==> src/rtl/bus_invert_decoder.sv <==
// ---------------------------------------------------------------------------
// bus_invert_decoder
//   Receive side of a bus-invert link. Restores the original data word from
//   the encoded lines plus the invert line, forwards it through a one-stage
//   registered valid/ready pipeline, checks every accepted word against the
//   bus-invert policy, and keeps saturating statistics for measurements of
//   switched capacitance.
//
// Ports
//   clk, rst        : clock, asynchronous active-high reset
//   bus_in, inv_in  : encoded data lines and invert line as received
//   in_valid        : a word is presented on bus_in/inv_in
//   in_ready        : decoder can take a word (combinational)
//   data_out        : decoded word (registered)
//   out_valid       : data_out holds a valid word
//   out_ready       : downstream takes data_out this cycle
//   policy_err      : sticky flag, some accepted word broke the invert policy
//   clr_stats       : synchronous clear of counters and policy_err
//   word_cnt, inv_cnt, err_cnt, toggle_cnt : saturating statistics
// ---------------------------------------------------------------------------
module bus_invert_decoder #(
  parameter int WIDTH  = 8,
  parameter int THRESH = 4,
  parameter int CNT_W  = 16
) (
  input  logic             clk,
  input  logic             rst,
  input  logic [WIDTH-1:0] bus_in,
  input  logic             inv_in,
  input  logic             in_valid,
  output logic             in_ready,
  output logic [WIDTH-1:0] data_out,
  output logic             out_valid,
  input  logic             out_ready,
  output logic             policy_err,
  input  logic             clr_stats,
  output logic [CNT_W-1:0] word_cnt,
  output logic [CNT_W-1:0] inv_cnt,
  output logic [CNT_W-1:0] err_cnt,
  output logic [CNT_W-1:0] toggle_cnt
);

  // Hamming distance of a WIDTH-bit word needs clog2(WIDTH+1) bits; the
  // toggle count adds the invert line on top, so it may need one more.
  localparam int HW = $clog2(WIDTH + 1);
  localparam int TW = $clog2(WIDTH + 2);
  localparam int SW = CNT_W + 1;

  function automatic logic [HW-1:0] f_popcount(input logic [WIDTH-1:0] v);
    logic [HW-1:0] n;
    n = '0;
    for (int i = 0; i < WIDTH; i++) begin
      n = n + HW'(v[i]);
    end
    return n;
  endfunction

  function automatic logic [CNT_W-1:0] f_sat_inc(input logic [CNT_W-1:0] c);
    return (&c) ? c : (c + CNT_W'(1));
  endfunction

  // Add with a carry bit so an overflow clamps to all-ones instead of wrapping.
  function automatic logic [CNT_W-1:0] f_sat_add(input logic [CNT_W-1:0] c,
                                                 input logic [TW-1:0]    a);
    logic [SW-1:0] s;
    s = {1'b0, c} + SW'(a);
    return s[CNT_W] ? {CNT_W{1'b1}} : s[CNT_W-1:0];
  endfunction

  logic [WIDTH-1:0] r_data_out;
  logic             r_out_valid;
  logic             r_policy_err;
  logic [CNT_W-1:0] r_word_cnt;
  logic [CNT_W-1:0] r_inv_cnt;
  logic [CNT_W-1:0] r_err_cnt;
  logic [CNT_W-1:0] r_toggle_cnt;
  logic [WIDTH-1:0] r_prev_data;
  logic [WIDTH-1:0] r_prev_bus;
  logic             r_prev_inv;

  logic             w_in_ready;
  logic             w_accept;
  logic             w_xfer;
  logic [WIDTH-1:0] w_dec;
  logic [HW-1:0]    w_hd;
  logic             w_viol;
  logic [TW-1:0]    w_tg;

  assign w_in_ready = !r_out_valid || out_ready;
  assign w_accept   = in_valid && w_in_ready;
  assign w_xfer     = r_out_valid && out_ready;
  assign w_dec      = inv_in ? ~bus_in : bus_in;
  assign w_hd       = f_popcount(w_dec ^ r_prev_data);
  // The encoder inverts strictly above THRESH, so HD == THRESH with the
  // invert line set counts as a violation.
  assign w_viol     = ((int'(w_hd) > THRESH) != inv_in);
  assign w_tg       = TW'(f_popcount(bus_in ^ r_prev_bus)) + TW'(inv_in ^ r_prev_inv);

  // Output stage: load on accept, drop valid on a transfer without refill.
  always_ff @(posedge clk or posedge rst) begin
    if (rst) begin
      r_data_out  <= '0;
      r_out_valid <= 1'b0;
    end else if (w_accept) begin
      r_data_out  <= w_dec;
      r_out_valid <= 1'b1;
    end else if (w_xfer) begin
      r_out_valid <= 1'b0;
    end
  end

  // History of the last accepted word, used by the policy and toggle checks.
  always_ff @(posedge clk or posedge rst) begin
    if (rst) begin
      r_prev_data <= '0;
      r_prev_bus  <= '0;
      r_prev_inv  <= 1'b0;
    end else if (w_accept) begin
      r_prev_data <= w_dec;
      r_prev_bus  <= bus_in;
      r_prev_inv  <= inv_in;
    end
  end

  // Statistics; a clear in the same cycle as an accept discards that word.
  always_ff @(posedge clk or posedge rst) begin
    if (rst) begin
      r_policy_err <= 1'b0;
      r_word_cnt   <= '0;
      r_inv_cnt    <= '0;
      r_err_cnt    <= '0;
      r_toggle_cnt <= '0;
    end else if (clr_stats) begin
      r_policy_err <= 1'b0;
      r_word_cnt   <= '0;
      r_inv_cnt    <= '0;
      r_err_cnt    <= '0;
      r_toggle_cnt <= '0;
    end else if (w_accept) begin
      r_word_cnt   <= f_sat_inc(r_word_cnt);
      r_toggle_cnt <= f_sat_add(r_toggle_cnt, w_tg);
      if (inv_in) begin
        r_inv_cnt <= f_sat_inc(r_inv_cnt);
      end
      if (w_viol) begin
        r_err_cnt    <= f_sat_inc(r_err_cnt);
        r_policy_err <= 1'b1;
      end
    end
  end

  assign in_ready   = w_in_ready;
  assign data_out   = r_data_out;
  assign out_valid  = r_out_valid;
  assign policy_err = r_policy_err;
  assign word_cnt   = r_word_cnt;
  assign inv_cnt    = r_inv_cnt;
  assign err_cnt    = r_err_cnt;
  assign toggle_cnt = r_toggle_cnt;

endmodule

==> config.mk <==
export PLATFORM = sky130hd
export DESIGN_NAME = bus_invert_decoder
export DESIGN_NICKNAME = d
export VERILOG_FILES = /design/src/rtl/bus_invert_decoder.sv
export SDC_FILE = /design/constraint.sdc
export NUM_CORES = 1
export LEC_CHECK = 0
export ABC_AREA = 1
export ABC_CLOCK_PERIOD_IN_PS = 4000
export BUFFER_PORTS_ARGS = -buffer_cell sky130_fd_sc_hd__buf_2
export CAP_MARGIN = 30
export CORE_ASPECT_RATIO = 0.6
export CORE_MARGIN = 4
export CORE_UTILIZATION = 40
export DETAILED_ROUTE_END_ITERATION = 8
export RECOVER_POWER = 100
export SYNTH_ARGS = -nofsm -noshare
export SYNTH_HDL_FRONTEND = slang
export SYNTH_SLANG_ARGS = --single-unit
==> constraint.sdc <==
create_clock -name clk -period 4 [get_ports clk]
set_clock_uncertainty 0.2 [all_clocks]
set_input_delay 0.4 -clock clk [delete_from_list [all_inputs] [get_ports clk]]
set_output_delay 0.4 -clock clk [all_outputs]
set_load 0.005 [all_outputs]
Yosys cells after proc, flatten, opt, wreduce, memory -nomap -nowiden
Cells that the tools add are included.
{"block": "word_totals", "reg_bits": 83, "elab_cells": 72}
{"block": "classes", "addsub": 19, "order_cmp": 1, "eq_ne": 4, "n_mux": 20, "bitwise_logic": 4, "reduce_logical": 15}
{"cell": "two-way mux 16 bit", "count": 14}
{"cell": "adder 16 x 1 -> 16 bit (second input constant)", "count": 3}
{"cell": "AND reduction 16 bit", "count": 3}
{"cell": "adder 4 x 1 -> 4 bit", "count": 9}
{"cell": "adder 16 x 4 -> 17 bit", "count": 1}
{"cell": "bitwise XOR 8 bit", "count": 2}
{"cell": "adder 3 x 1 -> 4 bit", "count": 2}
{"cell": "two-way mux 8 bit", "count": 1}
{"cell": "NOT 8 bit", "count": 1}
{"cell": "nonzero test 2 bit", "count": 4}
{"cell": "adder 2 x 1 -> 3 bit", "count": 2}
{"cell": "inequality test 2 bit (second input constant)", "count": 3}
{"cell": "AND reduction 3 bit", "count": 2}
{"cell": "two-way mux 1 bit", "count": 5}
{"cell": "adder 1 x 1 -> 2 bit", "count": 2}
{"cell": "> comparator 4 x 3 -> 1 bit (second input constant)", "count": 1}
{"cell": "AND reduction 2 bit", "count": 2}
{"cell": "logical AND 1 bit", "count": 2}
{"cell": "zero test 1 bit", "count": 1}
{"cell": "logical OR 1 bit", "count": 1}
{"cell": "inequality test 1 bit", "count": 1}
{"cell": "bitwise XOR 1 bit", "count": 1}

Logic depth before layout (Yosys ltp)
Gate-level depths: netlist of the first run.
{"block": "depth", "word_depth": 15, "mapped_depth": 22, "mapped_depth_nobuf": 20}

Least setup slack after synthesis of the first run
OpenSTA, ideal clock, no wires.
{"block": "synth_timing", "path_type": "input-to-reg", "from": "input inv_in", "to": "register r_err_cnt[13] (netlist: err_cnt[13])", "setup_ps": 117, "t_arrival_ps": 4205, "required_time_ps": 3683, "path_slack_ps": -522, "cell_stages": 22, "path_cell_list": "buf_2 xor2_1 xor2_1 inv_1 fa_1 inv_1 fa_1 inv_1 fa_1 inv_1 ha_1 fa_1 inv_1 nand2_1 nand3_1 nand2_1 nand2_1 nand3_1 nand2_1 buf_2 nand3_1 nand2_1"}
{"block": "synth_between", "elab_chain_cells": 13}
{"element": "start, declared", "line_no": "29", "source": "input logic inv_in,"}
{"element": "two-way mux 8 bit", "line_no": "92", "source": "assign w_dec = inv_in ? ~bus_in : bus_in;"}
{"element": "bitwise XOR 8 bit", "line_no": "93", "source": "assign w_hd = f_popcount(w_dec ^ r_prev_data);"}
{"element": "adder 1 x 1 -> 2 bit", "line_no": "53", "source": "n = n + HW'(v[i]);"}
{"element": "adder 2 x 1 -> 3 bit", "line_no": "53"}
{"element": "adder 3 x 1 -> 4 bit", "line_no": "53"}
{"element": "adder 4 x 1 -> 4 bit (4 in series)", "line_no": "53"}
{"element": "> comparator 4 x 3 -> 1 bit", "line_no": "96", "source": "assign w_viol = ((int'(w_hd) > THRESH) != inv_in);"}
{"element": "inequality test 1 bit (*)", "line_no": "96"}
{"element": "nonzero test 2 bit (no line) (*)"}
{"element": "AND reduction 3 bit (no line) (*)"}
{"element": "end signal, assigned", "line_no": "146", "source": "r_err_cnt <= f_sat_inc(r_err_cnt);"}
{"element": "end, declared", "line_no": "75", "source": "logic [CNT_W-1:0] r_err_cnt;"}
Every way passes the cells marked *; elsewhere a longest branch is shown, timed or not.
A chain may end at the register's enable or synchronous reset.

Worst setup path in the final report of the first run
{"block": "layout_timing", "from": "input inv_in", "to": "register r_err_cnt[0] (netlist: err_cnt[0])"}
Same word-level chain as after synthesis.

==> impl_results.md, run 1 <==
- Largest cells by area after synthesis: dfrtp_1, nand2_1, nand3_1, inv_1, xor2_1
- Layout cells sized above 1: 15.1%
- Vias: 5465
- Max-cap violation count: 1
- Synth area leader: dfrtp_1
- Total global routing overflow: 0
- N_diodes: 0
- Synth top cells by count: nand2_1, inv_1, nand3_1, dfrtp_1, nor2_1
- Vias in the first global route: 4971
- Cts bufs inserted: 9
- Critical path arrival: 4.02 ns
- First-pass GRT wire length: 25800 µm
- Final Cycle Share: 99.7%
- Achievable Freq: roughly 0.25 GHz
- CTS root buf: clkbuf_16
- Setup-failing EPs final: 0
- Cells after DPL: between 1000 and 1500
- Post-DRT Antenna Nets: 0
- Pin count of the biggest net entering global routing: 41
- Avg Inst Size Synth: between 6 and 7 µm²
- Die Width: 162 µm
- Antenna violations before repair: 0
- First-pass detailed-route iteration total: 5
- GP Congestion: 0.832
- Power per standard cell area: 477 nW/µm²
- # IOs: just under 90
- Area Overhead vs Synth: 21.2%
- Final min period: between 3 and 4 ns
- Rel. slew slack: -23.9%
- Clock sinks: just over 80
- Met1 wire length: 8350 µm
- Die area: 16300 µm²
- Core area: 13800 µm²
- Placed cell areas: 6490 µm²
- Number of distinct library cells after synthesis: 31
- Initial Util: 41.3%
- Fin area: 6900 µm²
- # rows: 33
- DR WL met3: 951 µm
- Worst slew pin tran: 1.85 ns
- DR iter-0 viols: 390
- Met2 WL: 5980 µm
- Xor/xnor share of the synthesized area: about 6.6%
- Die Height: roughly 100 µm
- Nets@finish: 961
- Post-Synthesis Net Count: 854
- CP Max Fanout: 8
- RSZ-0062 raised after global routing: true
- CTS H-tree depth: 3
- Gr usage total: 19.6%
- Largest family of logic cells by synthesized area: simple AND/OR/NAND/NOR gates
- Post-synth top area share: 36.5%
- Startpoint types: input pin
- Sequential cell area fraction in the yosys report: 36.5%
- Worst Path Required: 4.04 ns
- Via density: 4.87
- Synth Area in Adders: roughly 6.2%
- Syn Inst Count: 818
- Synth Flop Type: dfrtp_1
- CP Capture Type: flip-flop
- Routed WL: 15400 µm
- Top-count cell post-synth: nand2_1
- Maximum buffer depth of the clock tree: 2
- Final hold viol count: 0
- Worst-skew pair later-pin latency: between 0.3 and 0.4 ns
- Worst VDD drop: 0.396 mV
- CTS tree: built
- Post-synth EDFFs: 0
- IO buf count: 88
- Seq cells post-synth: 83
- Hold Path Class: in -> reg
- Outcome: finished with violations
- Drc violations: 0
- Synth Area in Compound Gates: 4.44%
- Post-synth design cell area: roughly 5700 µm²
- Fraction of registers with async set/reset: 100%
- Post-Synth Simple-Gate Area: a little under two fifths
- Multiplexer share of the synthesized area: 0%
- Post-Layout Cell Count: 1122
- Avg WL per Cell: between 10 and 15 µm
- HPWL after DPL: 11300 µm
- Top Metal Used: met4
- Clock transition at path regs: 0.07 ns
- Crit path kind: in -> reg
- Max Slew Vio Count: 41
- Synth warn: 0
- Leakage: between 3 and 4 nW
- Failing checks: max-capacitance violations, max-slew violations
-- cell usage in the layout (no fill, tap or decap), types with 2 or more instances in the layout --
master | netlist | layout
nand2_2 | 3 | 13
nand3_2 | 0 | 6
nand3_4 | 2 | 5
nor3_1 | 5 | 6
clkbuf_1 | 4 | 42
dfrtp_1 | 83 | 83
clkinv_1 | 3 | 3
o21ai_1 | 22 | 4
a21oi_2 | 0 | 2
xor2_1 | 34 | 27
nor3_2 | 5 | 4
buf_4 | 0 | 20
inv_2 | 2 | 5
nor2_1 | 73 | 72
o21ai_0 | 14 | 32
inv_6 | 0 | 2
or2_2 | 2 | 2
nand3b_1 | 2 | 2
buf_2 | 10 | 46
o21bai_1 | 4 | 4
clkbuf_16 | 0 | 9
nor2_2 | 3 | 3
nand3_1 | 88 | 80
nand4_1 | 22 | 22
a21oi_1 | 4 | 2
xnor2_1 | 9 | 9
ha_1 | 12 | 10
xor2_2 | 0 | 7
clkinvlp_4 | 0 | 3
nor2_4 | 2 | 3
o211ai_1 | 2 | 2
inv_1 | 93 | 89
fa_1 | 10 | 9
nand2_1 | 299 | 288
-- cell type report --
cell class                 count  area, µm²
sequential                    83       2080
tap                          192        240
multi-input combinational    620       3350
inverter                      98        369
fill                        1410       6890
timing repair buffer         113        576
clock inverter                 6       48.8
clock buffer                  10        239
-- worst max-delay path, cell delays in order --
cell     delay, ns
buf_4         0.15
xor2_2        0.19
xor2_1        0.16
inv_1         0.07
fa_1          0.52
inv_2         0.04
fa_1          0.49
inv_1         0.05
fa_1          0.49
inv_2         0.05
ha_4          0.15
fa_1          0.47
inv_1         0.04
nand2_1       0.08
nand3_2       0.10
nand2_2       0.09
nand2_2       0.07
nand3_4       0.09
nand3_4       0.15
nand2_1       0.12
nand2_1       0.05
-- routing by layer --
metal	global-route usage (%)	up-vias
met4	3.77	0
met3	4.23	13
met1	31.5	2537
met5	0	-
li1	-	2784
met2	26.7	131
-- metrics by stage --
step,TNS [ns],setup slack [ns],power [mW],util (%),hold WS [ns]
after detailed placement,-11.97,-0.499,2.33,47.1,0.289
after floorplan,-1.77,-0.149,1.96,-,0.268
after global placement,-9.38,-0.383,2.32,47.1,0.282
after CTS,0,0.000803,3.24,49.8,0.128
final,0,0.0137,3.29,50.1,0.130
after global routing,-3.34,-0.173,3.58,50.1,0.147
-- where the power goes --
part,internal [mW],switching (mW)
clock network,0.443,0.365
logic,0.622,0.886
registers,0.904,0.0713
-- sequential cells by signal, indices dropped and copies added (netlist names) --
| register | count |
|---|---|
| err_cnt | 16 |
| inv_cnt | 16 |
| out_valid | 1 |
| policy_err | 1 |
| r_prev_bus | 8 |
| r_prev_data | 8 |
| r_prev_inv | 1 |
| toggle_cnt | 16 |
| word_cnt | 16 |
-- what timing repair did --
| action | 4_1_cts | 5_1_grt |
|---|---|---|
| setup buffers | 0 | 2 |
| resized for setup | 13 | 26 |
| endpoints found under the hold margin | 38 | 0 |
| pin swaps | 4 | 14 |
| hold buffers | 1 | 0 |
| endpoints found under the setup margin | 22 | 33 |
| cloned | 1 | 0 |
-- final timing paths --
check / startpoint / cells past startpoint / end / slack (ns)
worst max-delay path: inv_in / 21 / err_cnt[0] / 0.01
min in group asynchronous: rst / 3 / err_cnt[7] / 0.87
worst min-delay path: bus_in[5] / 3 / r_prev_bus[5] / 0.13
worst min register to register: r_prev_inv / 2 / r_prev_inv / 0.30
max in group asynchronous: rst / 4 / inv_cnt[0] / 1.22
worst max register to register: r_prev_data[0] / 19 / err_cnt[0] / 0.02
-- kinds of logic after synthesis --
logic type / Yosys count
and+or+nand+nor: 507
buffers and inverters: 116
DFF: 83
AOI/OAI and AO/OA: 47
xor gates and xnor gates: 43
adders and majority gates: 22
(Power assumes the default switching activity.)
==> run 2, diff against run 1 <==
--- a/config.mk
+++ b/config.mk
@@ -13,7 +13,9 @@
 export CORE_MARGIN = 4
 export CORE_UTILIZATION = 40
 export DETAILED_ROUTE_END_ITERATION = 8
+export GPL_TIMING_DRIVEN = 0
 export RECOVER_POWER = 100
+export SKIP_CTS_REPAIR_TIMING = 1
 export SYNTH_ARGS = -nofsm -noshare
 export SYNTH_HDL_FRONTEND = slang
 export SYNTH_SLANG_ARGS = --single-unit
==> run 2 against run 1 <==
Against the previous run: the run ends with max-capacitance violations, max-slew violations, negative setup slack left; power up 6.2%; maximum frequency down 3.2%; hold slack worse by 0.0082 ns; routed wire length up 2.5%; clock power up 15%; via count up 0.18%; clock-buffer cell count up 2; final cell count up 0.62%; combinational power up 6%.
==> impl_results.md, run 2 (same netlist as run 1, synthesis figures left out) <==
- Die Width: around 160 µm
- Total global routing overflow: 0
- First-pass GRT wire length: 25500 µm
- GP Congestion: 0.891
- Final setup margin: -0.119 ns
- Area Overhead vs Synth: 22.5%
- Avg WL per Cell: roughly 14 µm
- DP Worst Slack: -0.632 ns
- DR iter-0 viols: roughly 420
- Worst VDD drop: between 0.3 and 0.4 mV
- Met3 usage: 4.27%
- Final core occ: between 50% and 60%
- Gr usage total: slightly below 20%
- # IOs: 89
- CTS root buf: clkbuf_16
- CP peak stage delay: 0.50 ns
- Initial Util: between 40% and 50%
- Max-cap violation count: 1
- # fillers: 1399
- Antenna violations before repair: 0
- Core area: ~14000 µm²
- Outcome: finished with violations
- Maximum buffer depth of the clock tree: 2
- Worst Path Required: 4.03 ns
- IO buf count: just under 90
- N_diodes: 0
- Register Area: 2080 µm²
- Clock sinks: between 80 and 90
- Clock transition at path regs: 0.06 ns
- Gr busiest metal: met1
- Crit-path slowest cell: fa_1
- Vias in the first global route: between 4000 and 5000
- Worst R2R Start: r_prev_data[3]
- Pin count of the biggest net entering global routing: 67
- Met2 usage: 25.2%
- Crit-path cells: buf_8, buf_12, xor2_4, xor2_1, inv_1, fa_1, inv_2, fa_1, inv_1, fa_1, inv_2, ha_4, fa_1, inv_1, nand2_2, nand3_4, nand2_2, nand2_2, nand3_2, nand3_4, clkbuf_16, nand2_1, nand2_1
- Rel. slew slack: -16.6%
- Failing checks: max-capacitance violations, max-slew violations, negative setup slack
- CTS H-tree depth: 3
- Leakage: 3.41 nW
- Critical path arrival: 4.15 ns
- Final hold viol count: 0
- Worst-skew pair later-pin latency: 0.34 ns
- Setup-failing EPs final: 14
- Max Slew Vio Count: 67
- Placed cell areas: 6460 µm²
- CP Capture Type: flip-flop
- Drc violations: 0
- Layout cells sized above 1: a little over an eighth
- Commonest non-fill, non-tap cell in the layout: nand2_1
- Crit path kind: in -> reg
- Final Cycle Share: 103%
- Fin area: 6970 µm²
- Achievable Freq: 0.243 GHz
- Cells after DPL: approximately 1100
- # rows: 33
- Area of the multi-input gates: 3300 µm²
- Routed WL: 15800 µm
- Via density: slightly below 5
- CP Max Fanout: 8
- HPWL after DPL: 11700 µm
- Crit path top cell by count: fa_1
- Power per standard cell area: 501 nW/µm²
- Post-Layout Cell Count: 1129
- RSZ-0062 raised after global routing: true
- Most frequent cells in the layout: nand2_1, inv_1, dfrtp_1
- Vias: 5475
- Die area: 16300 µm²
- Cts bufs inserted: 9
- M1 GR Usage: 32.7%
- Design Power: roughly 3.5 mW
- Worst hold start: bus_in[4]
- Setup crit start: inv_in
- Final min period: 4.12 ns
- Post-DRT Antenna Nets: 0
- First-pass detailed-route iteration total: 5
- Worst slew pin tran: 1.75 ns
- Nets@finish: 968
- Die Height: approximately 100 µm
- CTS tree: built
- Startpoint types: input pin
- Hold Path Class: in -> reg
## run 2: cell types whose count changed in the layout (fill, tap and decap cells not counted), sizes merged
| cell | before | now |
|---|---|---|
| clkbuf | 54 | 64 |
| clkinvlp | 4 | 2 |
| inv | 96 | 94 |
| bufinv | 0 | 2 |
| nand3 | 91 | 90 |
## run 2: final cells by class
cell class / count / area share, %
Multi-Input combinational cell: 619 / 47.3
Sequential cell: 83 / 29.8
Timing Repair Buffer: 103 / 7.88
Inverter: 98 / 5.29
Clock buffer: 12 / 3.68
Tap cell: 192 / 3.44
Buffer: 18 / 1.54
Clock inverter: 4 / 1.04
## run 2: worst paths after layout
kind                                       to  slack (ns)  cells past startpoint
worst max register to register     err_cnt[4]       -0.08                     20
worst min-delay path            r_prev_bus[4]        0.12                      3
min in group asynchronous          err_cnt[2]        0.50                      3
max in group asynchronous       toggle_cnt[9]        1.00                      4
worst max-delay path               err_cnt[4]       -0.12                     23
worst min register to register     policy_err        0.30                      2
## run 2: worst max-delay path, delay by kind of cell
kind | cells | cell delay (ns)
buffers and inverters | 8 | 0.71
adder cells (fa/ha/maj) | 5 | 2.10
XOR/XNOR | 2 | 0.31
AND/OR/NAND/NOR | 8 | 0.62
## run 2: routing by layer
layer / vias up / share of wire, %
met5: - / 0
met4: 0 / 0.75
met3: 10 / 5.9
met2: 156 / 38
met1: 2498 / 55
li1: 2811 / -
## run 2: stage by stage
step / TNS, ns / hold WS, ns
final: -1.34 / 0.122
after global routing: -5.07 / 0.146
after CTS: -6.91 / -0.206
after detailed placement: -16.13 / 0.161
after global placement: -17.72 / 0.279
after floorplan: -1.77 / 0.268
## run 2: power breakdown
group / internal [mW] / leakage [nW] / switching (mW)
registers: 0.904 / 1.12 / 0.0650
logic: 0.675 / 2.13 / 0.923
clock network: 0.581 / 0.159 / 0.347
total: 2.16 / 3.41 / 1.34
==> run 3, diff against run 2 <==
--- a/config.mk
+++ b/config.mk
@@ -15,7 +15,9 @@
 export DETAILED_ROUTE_END_ITERATION = 8
 export GPL_TIMING_DRIVEN = 0
 export RECOVER_POWER = 100
+export REMOVE_ABC_BUFFERS = 1
 export SKIP_CTS_REPAIR_TIMING = 1
 export SYNTH_ARGS = -nofsm -noshare
 export SYNTH_HDL_FRONTEND = slang
 export SYNTH_SLANG_ARGS = --single-unit
+export TNS_END_PERCENT = 20
==> run 3 against run 2 <==
Against the previous run: the run still ends with max-capacitance violations, max-slew violations, negative setup slack left; flip-flop and latch count is the same; final cell count down 2.4%; global-route usage down 0.91 points; sequential share of layout area grew 0.61 points; power shrank 2.2%; maximum frequency hardly changed; core utilization decreased by 1.0 points; die area did not move; clock power is 9.4% lower; largest power group unchanged; highest routed layer unchanged.
==> impl_results.md, run 3 (same netlist as run 1, synthesis figures left out) <==
- Outcome: finished with violations
- Failing checks: max-capacitance violations, max-slew violations, negative setup slack
- Critical path arrival: ~4.1 ns
- HPWL after DPL: 10700 µm
- CTS root buf: clkbuf_16
- Flop pwr share: 28.4%
- GP Congestion: about 0.8
- Final core occ: 49.6%
- Commonest non-fill, non-tap cell in the layout: nand2_1
- DR iter-0 viols: 342
- Initial Util: 41.3%
- Antenna violations before repair: 0
- CP peak stage delay: between 0.5 and 0.6 ns
- Avg WL per Cell: 13.7 µm
- Leakage: 3.30 nW
- Total global routing overflow: 0
- Nets@finish: about 940
- Clock sinks: 83
- Die Width: 162 µm
- Die Height: 100 µm
- Drc violations: 0
- CTS tree: built
- Most frequent cells in the layout: nand2_1, inv_1, dfrtp_1
- Achievable Freq: 0.243 GHz
- Hold Path Class: in -> reg
- First-pass detailed-route iteration total: 5
- N_diodes: 0
- Sw Share: between 40 and 50%
- Worst VDD drop: 0.349 mV
- Max Slew Vio Count: 47
- Placed cell areas: 6310 µm²
- # IOs: 89
- CP Max Fanout: 12
- Final setup margin: -0.120 ns
- Fin area: between 6000 and 7000 µm²
- Post-DRT Antenna Nets: 0
- Worst slew pin tran: 2.02 ns
- First-pass GRT wire length: 24800 µm
- Crit path kind: in -> reg
- RSZ-0062 raised after global routing: true
- Setup-failing EPs final: 16
- Final min period: 4.12 ns
- CTS H-tree depth: 3
- Vias: ~5400
- Pin count of the biggest net entering global routing: 47
- Final hold viol count: 0
- Switching power: about 1.4 mW
- Gr usage total: 18.7%
- Worst Path Required: 4.02 ns
- Crit-path cells: buf_12, xor2_4, xor2_1, inv_1, fa_1, inv_1, fa_1, inv_2, fa_1, inv_2, ha_4, fa_1, inv_1, nand2_2, nand3_4, nand2_4, nand2_4, nand3_4, nand2_8, nand3_2, nand2_1
- Via density: 4.90
- Clock Power Share: around a quarter
- Layout cells sized above 1: 13.0%
- Power per standard cell area: 500 nW/µm²
- Crit-path slowest cell: fa_1
- Max-cap violation count: 1
- Core area: 13800 µm²
- Maximum buffer depth of the clock tree: 2
- Cell internal pwr: 2.02 mW
- Routed WL: 15100 µm
- Crit path top cell by count: fa_1
- Startpoint types: input pin
- Cts bufs inserted: 9
- Vias in the first global route: 4846
- IO buf count: 88
- Final Cycle Share: 103%
- Rel. slew slack: -35.6%
- # rows: 33
- Area Overhead vs Synth: 20.0%
- Worst-skew pair later-pin latency: 0.33 ns
- CP Capture Type: flip-flop
- Clock transition at path regs: around 0.060 ns
- Die area: between 15000 and 20000 µm²
- Combinational power share: 47.0%
run 3: cell count changes in the layout (fill, tap and decap cells not counted), sizes merged:
cell,delta
clkinvlp,+1
nand3,+1
buf,-18
bufinv,-1
clkbuf,-11
nand2,+1
run 3: critical path, delay by kind of cell:
family | cells | cell delay, ns
adders and majority gates | 5 | 2.17
and+or+nand+nor | 8 | 0.75
buffers and inverters | 6 | 0.42
xor gates and xnor gates | 2 | 0.38
run 3: power groups by stage:
stage / sequential (mW) / combinational, mW / clock, mW
CTS: 0.968 / 1.23 / 0.871
finish: 0.972 / 1.61 / 0.841
global placement: 0.983 / 1.22 / 0
detailed placement: 0.983 / 1.22 / 0
floorplan: 0.978 / 0.902 / 0
global route: 0.982 / 1.81 / 0.904
run 3: final cells by class:
| class | count | area (µm²) |
|---|---|---|
| flip-flops and latches | 83 | 2080 |
| multi-input cells | 621 | 3420 |
| repair buffers | 92 | 437 |
| well taps | 192 | 240 |
| clock inverters | 4 | 50.0 |
| clock buffers | 12 | 246 |
| inverters | 98 | 369 |
| fillers | 1431 | 6960 |
run 3: per-layer routing:
| metal | part of all wire [%] | up-vias | track usage, % |
|---|---|---|---|
| li1 | - | 2757 | - |
| met1 | 56 | 2516 | 30.9 |
| met2 | 39 | 112 | 24.6 |
| met3 | 4.9 | 11 | 3.90 |
| met4 | 0.71 | 0 | 3.90 |
| met5 | 0 | - | 0 |
run 3: worst paths after layout:
kind                           startpoint  cells after the start  slack [ns]       endpoint
setup / recovery                   inv_in                     21       -0.12     err_cnt[2]
hold / removal                  bus_in[5]                      3        0.12  r_prev_bus[5]
setup reg to reg           r_prev_data[3]                     19       -0.11     err_cnt[2]
hold reg to reg                policy_err                      2        0.29     policy_err
max in group asynchronous             rst                      4        0.90      out_valid
min in group asynchronous             rst                      3        0.95    word_cnt[9]
run 3: through the flow:
step                      std cells  total power [mW]  setup slack [ns]  TNS (ns)  hold slack (ns)
after floorplan                 800              1.88            -0.283     -4.12            0.268
after global placement         1080              2.20             -1.10    -24.52            0.277
after detailed placement       1081              2.20             -1.09    -24.06            0.283
after CTS                      1097              3.07            -0.718    -14.34          -0.0440
after global routing           1102              3.70            -0.235     -3.41            0.131
final                          1102              3.42            -0.120     -1.45            0.123
